`src/rtl/miner_pkg.sv`:
```
// Shared definitions for the nonce dispatcher.
// Contents:
//   DEF_CORES / DEF_NONCE_W : default lane count and nonce width.
//   state_t                 : dispatcher FSM state encoding.
package miner_pkg;

    localparam int DEF_CORES   = 4;
    localparam int DEF_NONCE_W = 32;

    typedef enum logic [1:0] {
        IDLE = 2'd0,
        RUN  = 2'd1,
        DONE = 2'd2
    } state_t;

endpackage

```
`src/rtl/miner_nonce_dispatcher_if.sv`:
```
// Handshake bundle between the nonce dispatcher and the hash-core array.
// Signals:
//   core_valid [CORES]          : per-lane nonce valid (dispatcher -> cores)
//   core_ready [CORES]          : per-lane ready (cores -> dispatcher)
//   core_nonce [CORES*NONCE_W]  : lane c at bits [c*NONCE_W +: NONCE_W]
// Modports: master = dispatcher side, slave = hash-core side.
interface miner_nonce_dispatcher_if #(
    parameter int CORES   = 4,
    parameter int NONCE_W = 32
);

    logic [CORES-1:0]         core_valid;
    logic [CORES-1:0]         core_ready;
    logic [CORES*NONCE_W-1:0] core_nonce;

    modport master (
        output core_valid,
        output core_nonce,
        input  core_ready
    );

    modport slave (
        input  core_valid,
        input  core_nonce,
        output core_ready
    );

endinterface

```
`src/rtl/miner_nonce_lane.sv`:
```
// One dispatcher lane: holds the current nonce and its valid flag, and
// steps by CORES on every accepted handshake until the range end is passed.
// Ports:
//   clk, rst      : clock, synchronous active-high reset
//   load          : latch base_nonce + LANE as the first nonce of a run
//   clear         : drop valid (run aborted)
//   ready         : core ready for this lane
//   base_nonce    : range start (used with load)
//   end_nonce     : inclusive range end
//   valid, nonce  : registered lane outputs
//   valid_next    : value valid will take at the next edge (excludes rst)
module miner_nonce_lane #(
    parameter int NONCE_W = 32,
    parameter int CORES   = 4,
    parameter int LANE    = 0
) (
    input  logic               clk,
    input  logic               rst,
    input  logic               load,
    input  logic               clear,
    input  logic               ready,
    input  logic [NONCE_W-1:0] base_nonce,
    input  logic [NONCE_W-1:0] end_nonce,
    output logic               valid,
    output logic [NONCE_W-1:0] nonce,
    output logic               valid_next
);

    localparam logic [NONCE_W:0] LANE_OFS = (NONCE_W+1)'(LANE);
    localparam logic [NONCE_W:0] STRIDE   = (NONCE_W+1)'(CORES);

    logic [NONCE_W:0]   load_sum;
    logic [NONCE_W:0]   adv_sum;
    logic [NONCE_W:0]   end_ext;
    logic [NONCE_W-1:0] nonce_d;
    logic               valid_d;

    // Sums are one bit wider than the nonce. end_ext always has a zero MSB,
    // so a single "<= end_ext" compare also rejects any carry-out: the lane
    // finishes instead of wrapping to 0.
    always_comb begin
        load_sum = {1'b0, base_nonce} + LANE_OFS;
        adv_sum  = {1'b0, nonce} + STRIDE;
        end_ext  = {1'b0, end_nonce};
        valid_d  = valid;
        nonce_d  = nonce;
        if (clear) begin
            valid_d = 1'b0;
        end else if (load) begin
            if (load_sum <= end_ext) begin
                valid_d = 1'b1;
                nonce_d = load_sum[NONCE_W-1:0];
            end else begin
                valid_d = 1'b0;
                nonce_d = base_nonce;
            end
        end else if (valid && ready) begin
            if (adv_sum <= end_ext) begin
                nonce_d = adv_sum[NONCE_W-1:0];
            end else begin
                valid_d = 1'b0;
            end
        end
    end

    assign valid_next = valid_d;

    always_ff @(posedge clk) begin
        if (rst) begin
            valid <= 1'b0;
            nonce <= '0;
        end else begin
            valid <= valid_d;
            nonce <= nonce_d;
        end
    end

endmodule

```
`src/rtl/miner_nonce_dispatcher.sv`:
```
// Multi-lane nonce range generator. Lane c issues base+c, base+c+CORES, ...
// up to end_nonce inclusive, over a per-lane valid/ready handshake.
// Ports:
//   clk, rst                 : clock, synchronous active-high reset
//   start                    : pulse, latch range and begin a run (ignored in RUN)
//   abort                    : end a run without done
//   base_nonce, end_nonce    : inclusive nonce range
//   core (master modport)    : core_valid / core_ready / core_nonce
//   busy                     : FSM in RUN
//   done                     : range fully issued, held until next start/rst
//   issued_count             : handshakes since last start (MINER_NONCE_STATS_EN only)
// Optional feature macro: MINER_NONCE_STATS_EN enables issued_count.
//
// state | meaning
// IDLE  | no run in progress, outputs quiet
// RUN   | lanes issuing nonces
// DONE  | every lane passed end_nonce, done held
module miner_nonce_dispatcher
    import miner_pkg::*;
#(
    parameter int CORES   = DEF_CORES,
    parameter int NONCE_W = DEF_NONCE_W
) (
    input  logic               clk,
    input  logic               rst,
    input  logic               start,
    input  logic               abort,
    input  logic [NONCE_W-1:0] base_nonce,
    input  logic [NONCE_W-1:0] end_nonce,
    miner_nonce_dispatcher_if.master core,
    output logic               busy,
    output logic               done
`ifdef MINER_NONCE_STATS_EN
    ,
    output logic [NONCE_W:0]   issued_count
`endif
);

    state_t                   state;
    logic                     in_run;
    logic                     start_ok;
    logic                     lane_clear;
    logic                     all_finished;
    logic [CORES-1:0]         valid_vec;
    logic [CORES-1:0]         valid_next_vec;
    logic [CORES*NONCE_W-1:0] nonce_vec;

    assign in_run     = (state == RUN);
    assign start_ok   = start && !in_run;
    assign lane_clear = abort && in_run;

    for (genvar c = 0; c < CORES; c++) begin : g_lane
        miner_nonce_lane #(
            .NONCE_W (NONCE_W),
            .CORES   (CORES),
            .LANE    (c)
        ) u_lane (
            .clk        (clk),
            .rst        (rst),
            .load       (start_ok),
            .clear      (lane_clear),
            .ready      (core.core_ready[c]),
            .base_nonce (base_nonce),
            .end_nonce  (end_nonce),
            .valid      (valid_vec[c]),
            .nonce      (nonce_vec[c*NONCE_W +: NONCE_W]),
            .valid_next (valid_next_vec[c])
        );
    end

    assign core.core_valid = valid_vec;
    assign core.core_nonce = nonce_vec;

    // Looking at next-cycle lane valids lets done rise in the cycle right
    // after the last handshake, and lets an empty range finish one cycle
    // after start.
    assign all_finished = ~|valid_next_vec;

    always_ff @(posedge clk) begin
        if (rst) begin
            state <= IDLE;
            busy  <= 1'b0;
            done  <= 1'b0;
        end else begin
            case (state)
                IDLE: begin
                    if (start) begin
                        state <= RUN;
                        busy  <= 1'b1;
                        done  <= 1'b0;
                    end
                end
                RUN: begin
                    if (abort) begin
                        state <= IDLE;
                        busy  <= 1'b0;
                    end else if (all_finished) begin
                        state <= DONE;
                        busy  <= 1'b0;
                        done  <= 1'b1;
                    end
                end
                DONE: begin
                    if (start) begin
                        state <= RUN;
                        busy  <= 1'b1;
                        done  <= 1'b0;
                    end
                end
                default: begin
                    state <= IDLE;
                    busy  <= 1'b0;
                    done  <= 1'b0;
                end
            endcase
        end
    end

`ifdef MINER_NONCE_STATS_EN
    logic [NONCE_W:0]   hs_pop;
    logic [NONCE_W+1:0] cnt_sum;

    // One extra bit on the sum makes the saturation test a single MSB check.
    always_comb begin
        hs_pop = '0;
        for (int c = 0; c < CORES; c++) begin
            hs_pop = hs_pop + (NONCE_W+1)'(valid_vec[c] & core.core_ready[c]);
        end
        cnt_sum = {1'b0, issued_count} + {1'b0, hs_pop};
    end

    always_ff @(posedge clk) begin
        if (rst) begin
            issued_count <= '0;
        end else if (start_ok) begin
            issued_count <= '0;
        end else if (cnt_sum[NONCE_W+1]) begin
            issued_count <= '1;
        end else begin
            issued_count <= cnt_sum[NONCE_W:0];
        end
    end
`endif

endmodule

```
`src/flat_wrapper.sv`:
```
// flat-port wrapper written by rule: the top's interface ports become plain ports
module miner_nonce_dispatcher_flat import miner_pkg::*;
#(
    parameter int CORES   = DEF_CORES,
    parameter int NONCE_W = DEF_NONCE_W
)
  (clk, rst, start, abort, base_nonce, end_nonce, busy, done, core_core_valid, core_core_nonce, core_core_ready);
  miner_nonce_dispatcher_if #(.CORES(CORES), .NONCE_W(NONCE_W)) core_i ();
  input  logic clk;
  input  logic rst;
  input  logic start;
  input  logic abort;
  input  logic [NONCE_W-1:0] base_nonce;
  input  logic [NONCE_W-1:0] end_nonce;
  output logic busy;
  output logic done;
  output wire logic [$bits(core_i.core_valid)-1:0] core_core_valid;
  output wire logic [$bits(core_i.core_nonce)-1:0] core_core_nonce;
  input wire logic [$bits(core_i.core_ready)-1:0] core_core_ready;
  assign core_core_valid = core_i.core_valid;
  assign core_core_nonce = core_i.core_nonce;
  assign core_i.core_ready = core_core_ready;
  miner_nonce_dispatcher #(.CORES(CORES), .NONCE_W(NONCE_W)) u_core (.clk(clk), .rst(rst), .start(start), .abort(abort), .base_nonce(base_nonce), .end_nonce(end_nonce), .core(core_i), .busy(busy), .done(done));
endmodule
```
`config.mk`:
```
export PLATFORM = sky130hd
export DESIGN_NAME = miner_nonce_dispatcher_flat
export DESIGN_NICKNAME = d
export VERILOG_FILES = /design/src/rtl/miner_pkg.sv /design/src/rtl/miner_nonce_dispatcher_if.sv /design/src/rtl/miner_nonce_lane.sv /design/src/rtl/miner_nonce_dispatcher.sv /design/src/flat_wrapper.sv
export SDC_FILE = /design/constraint.sdc
export NUM_CORES = 1
export LEC_CHECK = 0
export BUFFER_PORTS_ARGS = -buffer_cell sky130_fd_sc_hd__buf_2
export CORE_UTILIZATION = 61
export CTS_CLUSTER_DIAMETER = 60
export CTS_CLUSTER_SIZE = 16
export DETAILED_ROUTE_END_ITERATION = 10
export PLACE_DENSITY = 0.86
export SLEW_MARGIN = 20
export SYNTH_ARGS = -nofsm -noshare
export SYNTH_HDL_FRONTEND = slang
export SYNTH_SLANG_ARGS = --single-unit
```
`constraint.sdc`:
```
create_clock -name clk -period 9.1 [get_ports clk]
set_clock_uncertainty 0.15 [all_clocks]
set_input_delay 1.82 -clock clk [delete_from_list [all_inputs] [get_ports clk]]
set_output_delay 1.82 -clock clk [all_outputs]
set_load 0.03 [all_outputs]
```
==> reports/results.ini, run 1 <==
[status]
outcome = completed

[timing]
final_hold_viol_count = 0
slew_headroom_pct = 24.55
grt_setup_unrepaired = false
period_needed_ps = 7759
measured_slew_at_the_worst_slew_check_pin_ps = 1121
fin_tns_setup_ps = 0
post_route_clock_period_utilization_pct = 85.26
finalSetupViolations = 0
final_number_of_max_transition_violations = 0
fmax_mhz = 128.9

[hold_path]
timing.hold.worst_path_depth = 2
hold_path.class = flip-flop to flip-flop

[placed_design]
place.port_buffers = 205
gp_routability_congestion = 1.019
detailed_placer_s_ending_hpwl_um = 46870

[floorplan]
die_height_um = 168.7
placeableCoreArea_um2 = 27100
fp.dieArea_um2 = 28470
std_cell_rows = 60
effective_utilization_at_floorplan_pct = 62.58
fp.dieW_um = 168.7
io_pins = 206

[setup_path]
crit_slowest_cell = sky130_fd_sc_hd__a21boi_4
critPathRequiredTime_ps = 9280
cp_cell_sequence = buf_2 > buf_4 > inv_1 > ha_1 > nor2_1 > nand3_1 > nor3_1 > buf_4 > nor2b_1 > nand2_1 > xnor2_1 > ha_1 > nand4_1 > or4_1 > or4_1 > or3_1 > o31ai_1 > a21boi_4 > nand2_1 > xor2_1 > a211oi_1
worst_setup_path_start_kind = primary input
timing.critical_path.fanout_max = 34
endpoint_kind = flip-flop
worst-r2r-cell-count = 18
path_type_of_the_worst_setup_path = primary input to flip-flop
crit_path_max_incr_delay_ps = 850
cpLargestDelayFamily = simple AND/OR/NAND/NOR gates
cp_data_arrival_time_ps = 7940
timing.critical_path.buf_inv = 4
cp_num_cells = 21

[grt]
grt_util_all_layers_pct = 42.09
gr-total-overflow = 0
antenna_found_initial = 4
grt_max_degree = 89
first_global_vias = 17020
grt_pass1_wl_um = 93720

[clock_tree]
cts-hold-fix-buffers = 0
tritoncts.num_buffers = 17
max-clock-path-buffers = 2
post-cts-setup-buffers = 0
root_buffer = sky130_fd_sc_hd__clkbuf_16
tritoncts = done
count_of_instances_resized_after_the_clock_tree_is_built = 0
num_clock_sinks = 135
clock_tree.htree_level_count = 4
worst_skew_pair.late_latency_ps = 440
clkSlewWorstSetupHoldPaths_ps = 70

[routing]
antenna_violating_nets_post_route = 0
drt-wirelength-per-cell_um = 22.11
drt-initial-drc-count = 2358
dr_total_vias = 18320
drt_wl_total_um = 61030
remaining_drc_errors = 0
vias_per_cell = 6.639
detailedRoute.firstPassIterationCount = 7

[pwr]
irDropWorstVdd_mv = 0.1211
design_power_total_w = 0.002287
power_density_nw_per_um2 = 122.2
total_leakage_power_nw = 8.070

[yosys]
synth.ff_latch_count = 135
count_of_mapped_cells_out_of_synthesis = 2244
synth_enable_flop_cells = 0
synthSimpleGateAreaFrac_pct = 24.80
syn_area_um2 = 16960
multiplexer_fraction_of_the_synthesized_cell_area_pct = 0.4796
synth.avg_cell_area_um2 = 7.557
cell_type_with_the_largest_total_area_after_synthesis = sky130_fd_sc_hd__ha_1
synth_area_leaders = sky130_fd_sc_hd__ha_1, sky130_fd_sc_hd__dfxtp_1, sky130_fd_sc_hd__xor2_1, sky130_fd_sc_hd__xnor2_1, sky130_fd_sc_hd__nand2_1
synth_fa_ha_area_share_pct = 19.26
dominant_combinational_cell_family_by_area_after_synthesis = simple AND/OR/NAND/NOR gates
post_synthesis_compound_gate_area_fraction_pct = 16.61
postSynth.topFlopCell = sky130_fd_sc_hd__dfxtp_1
async_flop_share_pct = 0
xor_and_xnor_fraction_of_the_mapped_netlist_area_pct = 18.64
synth_warnings = 0
synth_fp_nets = 2577
synth.yosys.seq_area_share_pct = 15.94
synth_cell_types = 72
post-synth-top-area-fraction_pct = 19.26

[run]
maxCapViolations = 0

[cells_and_area]
layout.nets = 2704
drive_above_1_share_pct = 11.79
area_growth_syn_to_layout_pct = 10.37
final_core_utilization_pct = 69.06

[power by group]
part           internal [W]  leakage (nW)  switching [W]  total [W]
Combinational      0.000298          6.69       0.000555   0.000853
Sequential         0.000644          1.12      0.0000953   0.000740
Clock              0.000386         0.266       0.000308   0.000694
Total               0.00133          8.07       0.000959    0.00229
[layer usage]
layer | GRT usage (%) | up-vias | part of all wire (%)
li1 | - | 8340 | -
met1 | 55.39 | 8474 | 41
met2 | 64.98 | 1263 | 43
met3 | 6.944 | 246 | 11
met4 | 24.23 | 0 | 5.9
met5 | 0 | - | 0
[state kept, by name (all words and copies together), names as in the netlist]
name                        cells
u_core.state                    2
u_core.g_lane.u_lane.nonce    127
u_core.g_lane.u_lane.valid      4
u_core.done                     1
u_core.busy                     1
[cells in the final DEF, fill, tap and decap left out, types with 9 or more instances in the layout]
cell type                   netlist  routed
sky130_fd_sc_hd__nand3_1        150     150
sky130_fd_sc_hd__o211ai_1        16      16
sky130_fd_sc_hd__xor2_1         186     186
sky130_fd_sc_hd__and2_1          10       9
sky130_fd_sc_hd__a211oi_1        80      80
sky130_fd_sc_hd__o21a_1          15      15
sky130_fd_sc_hd__nand2_1        244     243
sky130_fd_sc_hd__nor2b_1         13      13
sky130_fd_sc_hd__dfxtp_1        135     135
sky130_fd_sc_hd__buf_2            9     205
sky130_fd_sc_hd__nor4_1          24      24
sky130_fd_sc_hd__a21o_1          23      23
sky130_fd_sc_hd__clkbuf_16        0      17
sky130_fd_sc_hd__a31oi_1         10      10
sky130_fd_sc_hd__ha_1           261     261
sky130_fd_sc_hd__o21ai_0         73      73
sky130_fd_sc_hd__o22ai_1         40      40
sky130_fd_sc_hd__or3_1           19      19
sky130_fd_sc_hd__or2_2           10      10
sky130_fd_sc_hd__a21oi_1        115     114
sky130_fd_sc_hd__and4_1          13      13
sky130_fd_sc_hd__inv_1           62      62
sky130_fd_sc_hd__buf_4            6      20
sky130_fd_sc_hd__a21boi_0         9       9
sky130_fd_sc_hd__nor2_1         163     163
sky130_fd_sc_hd__and3_1          63      63
sky130_fd_sc_hd__nand4_1         67      67
sky130_fd_sc_hd__nor3_1          54      54
sky130_fd_sc_hd__xnor2_1        175     175
[layout make-up]
cell class	count	area [um^2]
timing repair buffer	226	1196
tap	372	465.4
clock buffer	19	442.9
antenna	4	10.01
clock inverter	13	122.6
multi-input combinational	1929	13540
inverter	62	232.7
fill	2311	8384
sequential	135	2703
[through the flow]
| stage | instance area, um^2 | hold WS, ps | setup slack (ps) | instances |
|---|---|---|---|---|
| 3_3_place_gp | 18140 | 308.2 | 1325 | 2724 |
| 4_1_cts | 18700 | 332.1 | 1472 | 2756 |
| 3_5_place_dp | 18140 | 314.6 | 1109 | 2724 |
| 2_1_floorplan | 16960 | 373.9 | 2123 | 2244 |
| 6_report | 18720 | 335.7 | 1341 | 2760 |
| 5_1_grt | 18720 | 354.0 | 1097 | 2760 |
[cells in the mapped netlist (54+ instances only)]
library cell / n
sky130_fd_sc_hd__nand2_1: 244
sky130_fd_sc_hd__dfxtp_1: 135
sky130_fd_sc_hd__nor2_1: 163
sky130_fd_sc_hd__xor2_1: 186
sky130_fd_sc_hd__ha_1: 261
sky130_fd_sc_hd__xnor2_1: 175
sky130_fd_sc_hd__nand3_1: 150
sky130_fd_sc_hd__and3_1: 63
sky130_fd_sc_hd__a211oi_1: 80
sky130_fd_sc_hd__a21oi_1: 115
sky130_fd_sc_hd__nor3_1: 54
sky130_fd_sc_hd__clkbuf_1: 94
sky130_fd_sc_hd__o21ai_0: 73
sky130_fd_sc_hd__inv_1: 62
sky130_fd_sc_hd__nand4_1: 67
[worst register-to-register path: stages (launching register included)]
cell                       delay, ps
sky130_fd_sc_hd__dfxtp_1         460
sky130_fd_sc_hd__ha_1            280
sky130_fd_sc_hd__nand3_1         250
sky130_fd_sc_hd__nor4_1          730
sky130_fd_sc_hd__and3_1          330
sky130_fd_sc_hd__and3_1          360
sky130_fd_sc_hd__nand3_1         230
sky130_fd_sc_hd__nor2_1          250
sky130_fd_sc_hd__xor2_1          110
sky130_fd_sc_hd__ha_1            310
sky130_fd_sc_hd__nand4_1         170
sky130_fd_sc_hd__nor4_1          610
sky130_fd_sc_hd__o21ai_0         210
sky130_fd_sc_hd__nor2_1          280
sky130_fd_sc_hd__o311ai_0        320
sky130_fd_sc_hd__a22oi_1         430
sky130_fd_sc_hd__o221ai_1        330
sky130_fd_sc_hd__or3_1           450
sky130_fd_sc_hd__o31ai_1         200
[logic make-up after synthesis]
family                     after synthesis
adders and majority gates              261
xor gates and xnor gates               361
AOI/OAI and AO/OA                      436
DFF                                    135
buffers and inverters                  180
muxes                                    8
and+or+nand+nor                        863
[worst paths after layout]
check	start	slack, ps	to
worst max-delay path	base_nonce[0]	1340	u_core.g_lane[3].u_lane.nonce[12]$_SDFFE_PP0P_
worst min-delay path	u_core.done$_SDFFE_PP0P_	340	u_core.done$_SDFFE_PP0P_
worst max register to register	u_core.g_lane[3].u_lane.nonce[2]$_SDFFE_PP0P_	2540	u_core.done$_SDFFE_PP0P_
worst min register to register	u_core.done$_SDFFE_PP0P_	340	u_core.done$_SDFFE_PP0P_
Power figures use the tool's default switching activity.
==> run 2, diff against run 1 <==
CORE_UTILIZATION = 30   (was 61)
PLACE_DENSITY = 0.51   (was 0.86)
clock period = 6.9 ns   (was 9.1 ns; I/O delays follow)
==> reports/results.ini, run 2 (synthesized netlist as in run 1, its figures left out) <==
[timing]
slew_headroom_pct = 42.43  ; +18 points
fin_tns_setup_ps = 0  ; unchanged
finalSetupViolations = 0  ; unchanged
post_route_clock_period_utilization_pct = 91.44
fmax_mhz = 158.5
final_hold_viol_count = 0  ; unchanged
period_needed_ps = 6309
final_number_of_max_transition_violations = 0  ; unchanged
measured_slew_at_the_worst_slew_check_pin_ps = 857.0  ; -264.3 ps
grt_setup_unrepaired = false
final.setup.worst_slack_ps = 590.6  ; -750.3 ps

[floorplan]
die_height_um = 239.8  ; +42%
io_pins = 206  ; unchanged
effective_utilization_at_floorplan_pct = 30.54  ; -32 points
std_cell_rows = 86  ; +43%
placeableCoreArea_um2 = 55520  ; +100%
fp.dieW_um = 239.8  ; +42%
fp.dieArea_um2 = 57480  ; +100%

[setup_path]
cp_cell_sequence = buf_2 > inv_1 > ha_1 > a21o_1 > nand3_1 > nor2_1 > and3_1 > nor2b_1 > buf_4 > nand2_1 > xnor2_1 > ha_1 > nand4_1 > or4_1 > or4_1 > a21oi_1 > o31ai_1 > a22oi_1 > o221ai_1 > or3_1 > o31ai_1
worst_setup_path_start_kind = primary input
worstSetupEndpoint = u_core.state[1]$_SDFFE_PP0P_
crit_slowest_cell = sky130_fd_sc_hd__or4_1
worst-r2r-cell-count = 18  ; unchanged
reg2reg_from = u_core.g_lane[3].u_lane.nonce[3]$_SDFFE_PP0P_
crit_path_max_incr_delay_ps = 590  ; -260 ps
critPathRequiredTime_ps = 7140  ; -2140 ps
cp_data_arrival_time_ps = 6550  ; -1390 ps
r2r_setup_slack_ps = 740  ; -1800 ps
crit_path_start = base_nonce[1]
reg2reg_to = u_core.state[1]$_SDFFE_PP0P_
endpoint_kind = flip-flop
path_type_of_the_worst_setup_path = primary input to flip-flop
timing.critical_path.fanout_max = 10  ; -71%

[grt]
grt_util_all_layers_pct = 24.90  ; -17 points
antenna_found_initial = 0  ; -4
gr-total-overflow = 0  ; unchanged
first_global_vias = 17050  ; +0.16%
grt_pass1_wl_um = 106300  ; +13%
grt_max_degree = 49  ; -45%

[clock_tree]
post-cts-setup-buffers = 0  ; unchanged
root_buffer = sky130_fd_sc_hd__clkbuf_16
tritoncts.num_buffers = 17  ; unchanged
clkSlewWorstSetupHoldPaths_ps = 60  ; about the same
clock_tree.htree_level_count = 4  ; unchanged
tritoncts = done
cts-hold-fix-buffers = 0  ; unchanged
max-clock-path-buffers = 2  ; unchanged
worst_skew_pair.late_latency_ps = 490  ; +50 ps
count_of_instances_resized_after_the_clock_tree_is_built = 0  ; unchanged
num_clock_sinks = 135  ; unchanged

[placed_design]
placed_cells_incl_taps = 3158  ; +16%
place_ws_ps = 127.0  ; -982.1 ps
place.port_buffers = 205  ; unchanged
detailed_placer_s_ending_hpwl_um = 57300  ; +22%
gp_routability_congestion = 0.9150  ; -10%

[pwr]
irDropWorstVdd_mv = 0.2078  ; +72%
design_power_total_w = 0.003142  ; +37%
power_density_nw_per_um2 = 159.8  ; +31%
total_leakage_power_nw = 8.391  ; +4.0%

[status]
outcome = completed

[routing]
detailedRoute.firstPassIterationCount = 5  ; -2
drt-initial-drc-count = 1286  ; -45%
vias_per_cell = 5.537  ; -17%
antenna_violating_nets_post_route = 0  ; unchanged
drt_wl_total_um = 71690  ; +17%
drt-wirelength-per-cell_um = 22.47  ; +1.6%
remaining_drc_errors = 0  ; unchanged
dr_total_vias = 17670  ; -3.6%

[cells_and_area]
largest_register = u_core.g_lane.u_lane.nonce
drive_above_1_share_pct = 13.72  ; +1.9 points
final_core_utilization_pct = 35.41  ; -34 points
largest_reg_flops = 127  ; unchanged
mostFrequentLayoutCells = sky130_fd_sc_hd__ha_1, sky130_fd_sc_hd__nand2_1, sky130_fd_sc_hd__buf_2
layout.nets = 2762  ; +2.1%
biggestRegsByFlops = u_core.g_lane.u_lane.nonce x127, u_core.g_lane.u_lane.valid x4, u_core.state x2
fill_cells = 6037  ; +160%
area_growth_syn_to_layout_pct = 15.94
fin_cells = 3191  ; +16%
most_common_library_cell_in_the_layout_ignoring_fill_and_taps = sky130_fd_sc_hd__ha_1

[hold_path]
min_from = u_core.g_lane[0].u_lane.nonce[1]$_SDFFE_PP0P_
hold_path.class = flip-flop to flip-flop

[run]
maxCapViolations = 0  ; unchanged

run 2: changes by cell type in the layout (fill, tap and decap cells not counted), moves of 2 or more:
cell,previous run,this run
sky130_fd_sc_hd__inv_6,3,0
sky130_fd_sc_hd__clkbuf_8,1,3
sky130_fd_sc_hd__clkbuf_1,1,4
sky130_fd_sc_hd__bufinv_16,1,3
sky130_fd_sc_hd__buf_4,20,78
sky130_fd_sc_hd__diode_2,4,1
sky130_fd_sc_hd__clkinvlp_4,4,2
sky130_fd_sc_hd__clkinv_4,3,0
run 2: worst max-delay path: cells and delay by family:
| kind | cells | cell delay [ps] |
|---|---|---|
| and+or+nand+nor | 9 | 2670 |
| xor gates and xnor gates | 1 | 140 |
| adders and majority gates | 2 | 480 |
| buffers and inverters | 3 | 480 |
| AOI/OAI and AO/OA | 6 | 1410 |
run 2: cell type report:
| class | count | area, um^2 | share of cell area [%] |
|---|---|---|---|
| clock inverter | 8 | 120.1 | 0.6109 |
| timing repair buffer | 284 | 1647 | 8.374 |
| inverter | 62 | 232.7 | 1.184 |
| tap | 748 | 935.9 | 4.760 |
| sequential | 135 | 2703 | 13.74 |
| multi-input combinational | 1929 | 13540 | 68.86 |
| clock buffer | 24 | 481.7 | 2.450 |
| antenna | 1 | 2.502 | 0.01273 |
run 2: routing by layer:
metal	GRT usage [%]	up-vias	share of wire, %
met5	0	-	0
met4	8.197	0	2.5
met3	3.665	84	5.9
met2	40.22	546	46
met1	33.63	8572	46
li1	-	8467	-
run 2: worst min path at each step:
stage	to	slack, ps	cells after the start
4_1_cts	u_core.g_lane[0].u_lane.nonce[1]$_SDFFE_PP0P_	340	2
5_1_grt	u_core.g_lane[0].u_lane.nonce[1]$_SDFFE_PP0P_	370	2
6_report	u_core.g_lane[0].u_lane.nonce[1]$_SDFFE_PP0P_	340	2
3_3_place_gp	u_core.g_lane[0].u_lane.nonce[1]$_SDFFE_PP0P_	330	2
2_1_floorplan	u_core.busy$_SDFFE_PP0P_	370	1
3_5_place_dp	u_core.g_lane[0].u_lane.nonce[1]$_SDFFE_PP0P_	330	2
run 2: power breakdown:
| group | switching [W] | total, W | internal, W |
|---|---|---|---|
| Combinational | 0.000763 | 0.00118 | 0.000414 |
| Clock | 0.000396 | 0.000989 | 0.000593 |
| Sequential | 0.000126 | 0.000976 | 0.000850 |
| Total | 0.00128 | 0.00314 | 0.00186 |
run 2: stage by stage:
stage          area [um^2]  hold WS, ps
2_1_floorplan        16960        373.9
3_3_place_gp         19060        330.3
3_5_place_dp         19060        333.2
4_1_cts              19660        342.4
5_1_grt              19660        373.4
6_report             19660        339.5
==> run 3, diff against run 2 <==
CELL_PAD_IN_SITES_DETAIL_PLACEMENT = 1   (was not set)
CELL_PAD_IN_SITES_GLOBAL_PLACEMENT = 1   (was not set)
PLACE_DENSITY = 0.65   (was 0.51)
REMOVE_ABC_BUFFERS = 1   (was not set)
==> reports/results.ini, run 3 (synthesized netlist as in run 1, its figures left out) <==
[cells_and_area]
final_design_area_no_fill_um2 = 19830  ; +0.83%
layout.nets = 2779  ; +0.62%
largest_register = u_core.g_lane.u_lane.nonce
fill_cells = 6874  ; +14%
most_common_library_cell_in_the_layout_ignoring_fill_and_taps = sky130_fd_sc_hd__ha_1
largest_reg_flops = 127  ; unchanged
mostFrequentLayoutCells = sky130_fd_sc_hd__ha_1, sky130_fd_sc_hd__nand2_1, sky130_fd_sc_hd__buf_2
drive_above_1_share_pct = 14.36  ; +0.64 points
area_growth_syn_to_layout_pct = 16.90
biggestRegsByFlops = u_core.g_lane.u_lane.nonce x127, u_core.g_lane.u_lane.valid x4, u_core.state x2

[grt]
grt_util_all_layers_pct = 26.35  ; +1.4 points
grt_pass1_wl_um = 113700  ; +7.0%
antenna_found_initial = 0  ; unchanged
grt_max_degree = 60  ; +22%
gr-total-overflow = 0  ; unchanged
first_global_vias = 18480  ; +8.4%

[timing]
grt_setup_unrepaired = false
final_number_of_max_transition_violations = 0  ; unchanged
slew_headroom_pct = 32.28  ; -10 points
fin_tns_setup_ps = 0  ; unchanged
finalSetupViolations = 0  ; unchanged
measured_slew_at_the_worst_slew_check_pin_ps = 1013  ; +156.3 ps
period_needed_ps = 6274  ; -35.85 ps
final_hold_viol_count = 0  ; unchanged
fmax_mhz = 159.4  ; +0.57%
post_route_clock_period_utilization_pct = 90.92  ; -0.52 points

[clock_tree]
num_clock_sinks = 135  ; unchanged
tritoncts = done
tritoncts.num_buffers = 17  ; unchanged
post-cts-setup-buffers = 0  ; unchanged
max-clock-path-buffers = 2  ; unchanged
clock_tree.htree_level_count = 4  ; unchanged
worst_skew_pair.late_latency_ps = 460  ; -30 ps
count_of_instances_resized_after_the_clock_tree_is_built = 0  ; unchanged
cts-hold-fix-buffers = 0  ; unchanged
clkSlewWorstSetupHoldPaths_ps = 70  ; about the same
root_buffer = sky130_fd_sc_hd__clkbuf_16

[routing]
detailedRoute.firstPassIterationCount = 5  ; unchanged
dr_total_vias = 17910  ; +1.4%
drt_wl_total_um = 76350  ; +6.5%
drt-initial-drc-count = 985  ; -23%
drt-wirelength-per-cell_um = 23.80  ; +5.9%
remaining_drc_errors = 0  ; unchanged
vias_per_cell = 5.584  ; +0.84%
antenna_violating_nets_post_route = 0  ; unchanged

[setup_path]
cp_common_cell = sky130_fd_sc_hd__nand3_1
path_type_of_the_worst_setup_path = primary input to flip-flop
crit_slowest_cell = sky130_fd_sc_hd__nor4_1
timing.critical_path.buf_inv = 4  ; +1
crit_path_max_incr_delay_ps = 560  ; -30 ps
cp_data_arrival_time_ps = 6470  ; -80 ps
timing.critical_path.fanout_max = 9  ; -1
worst_setup_path_start_kind = primary input
cpLargestDelayFamily = simple AND/OR/NAND/NOR gates
cp_cell_sequence = buf_2 > ha_1 > buf_4 > nand3_1 > nor2_1 > nand3_1 > or2_2 > nor2_1 > nand2_1 > xnor2_1 > ha_1 > nand3_1 > nor4_1 > buf_4 > o41a_1 > o21ai_0 > o211ai_1 > buf_4 > nand3_1 > o21a_1 > a2111oi_0
endpoint_kind = flip-flop
critPathRequiredTime_ps = 7090  ; -50 ps

[status]
outcome = completed

[pwr]
pwr-share-comb_pct = 37.2  ; -0.3 points
internal_power_w = 0.001936  ; +4.2%
power_switching_share_pct = 39.99  ; -0.90 points
total_leakage_power_nw = 8.505  ; +1.4%
clock_power_share_pct = 32.4  ; +0.9 points
power.net_switching_w = 0.001290  ; +0.40%
p_seq_share_pct = 30.4  ; -0.7 points
power_density_nw_per_um2 = 162.7  ; +1.8%
irDropWorstVdd_mv = 0.1982  ; -4.6%

[floorplan]
fp.dieArea_um2 = 57480  ; unchanged
io_pins = 206  ; unchanged
effective_utilization_at_floorplan_pct = 30.54  ; unchanged
die_height_um = 239.8  ; unchanged
fp.dieW_um = 239.8  ; unchanged
std_cell_rows = 86  ; unchanged
placeableCoreArea_um2 = 55520  ; unchanged

[hold_path]
hold_path.class = flip-flop to flip-flop

[placed_design]
placed_instance_area_um2 = 19170  ; +0.60%
detailed_placer_s_ending_hpwl_um = 62020  ; +8.2%
gp_routability_congestion = 0.9448  ; +3.3%
place.port_buffers = 205  ; unchanged

[run]
maxCapViolations = 0  ; unchanged

-- run 3: cell count changes in the layout (fill, tap and decap cells not counted) --
cell | before | now
sky130_fd_sc_hd__a2111oi_0 | 5 | 4
sky130_fd_sc_hd__a2111oi_1 | 0 | 1
sky130_fd_sc_hd__buf_12 | 2 | 1
sky130_fd_sc_hd__buf_4 | 78 | 96
sky130_fd_sc_hd__bufinv_16 | 3 | 5
sky130_fd_sc_hd__clkbuf_1 | 4 | 3
sky130_fd_sc_hd__clkinv_2 | 3 | 4
sky130_fd_sc_hd__clkinvlp_4 | 2 | 0
-- run 3: stage by stage --
stage                     setup slack, ps  hold WS, ps  power, W  std cells  util (%)
after floorplan                     430.3        372.0  0.001692       2126         -
after global placement              367.2        327.1  0.002137       3175     34.53
after detailed placement            209.5        333.8  0.002179       3175     34.53
after CTS                           700.8        343.9  0.003234       3207     35.70
after global routing                332.0        370.4  0.003389       3207     35.70
final                               626.5        350.5  0.003226       3208     35.71
-- run 3: per-layer routing --
metal / part of all wire [%] / up-vias / global-route usage (%)
li1: - / 8479 / -
met1: 46 / 8850 / 34.45
met2: 46 / 477 / 44.13
met3: 4.5 / 107 / 3.192
met4: 3.0 / 0 / 9.479
met5: 0 / - / 0
-- run 3: worst paths after layout --
check                                           startpoint                        to  slack [ps]  cells past startpoint
min reg2reg                       u_core.done$_SDFFE_PP0P_  u_core.done$_SDFFE_PP0P_         350                      2
max reg2reg  u_core.g_lane[3].u_lane.nonce[3]$_SDFFE_PP0P_  u_core.done$_SDFFE_PP0P_         880                     21
min                               u_core.done$_SDFFE_PP0P_  u_core.done$_SDFFE_PP0P_         350                      2
max                                          base_nonce[1]  u_core.busy$_SDFFE_PP0P_         630                     21
-- run 3: power by group through the flow --
stage	Combinational (W)	Clock, W	Sequential [W]
floorplan	0.000602	0	0.00109
global placement	0.00114	0	0.000994
detailed placement	0.00118	0	0.000995
CTS	0.00119	0.00106	0.000979
global route	0.00131	0.00109	0.000991
finish	0.00120	0.00104	0.000982
-- run 3: layout make-up --
type | count | area (um^2) | share of cell area (%)
multi-input combinational | 1929 | 13540 | 68.31
sequential | 135 | 2703 | 13.63
timing repair buffer | 301 | 1762 | 8.886
tap | 748 | 935.9 | 4.721
clock buffer | 23 | 478.0 | 2.411
inverter | 62 | 232.7 | 1.174
clock inverter | 9 | 170.2 | 0.8583
antenna | 1 | 2.502 | 0.01262
-- run 3: worst reg2reg max path: cells and delay by family (launching register included) --
kind | cells | cell delay [ps]
and+or+nand+nor | 10 | 2710
AOI/OAI and AO/OA | 5 | 1390
xor gates and xnor gates | 1 | 110
buffers and inverters | 3 | 540
adders and majority gates | 2 | 590
DFF | 1 | 450
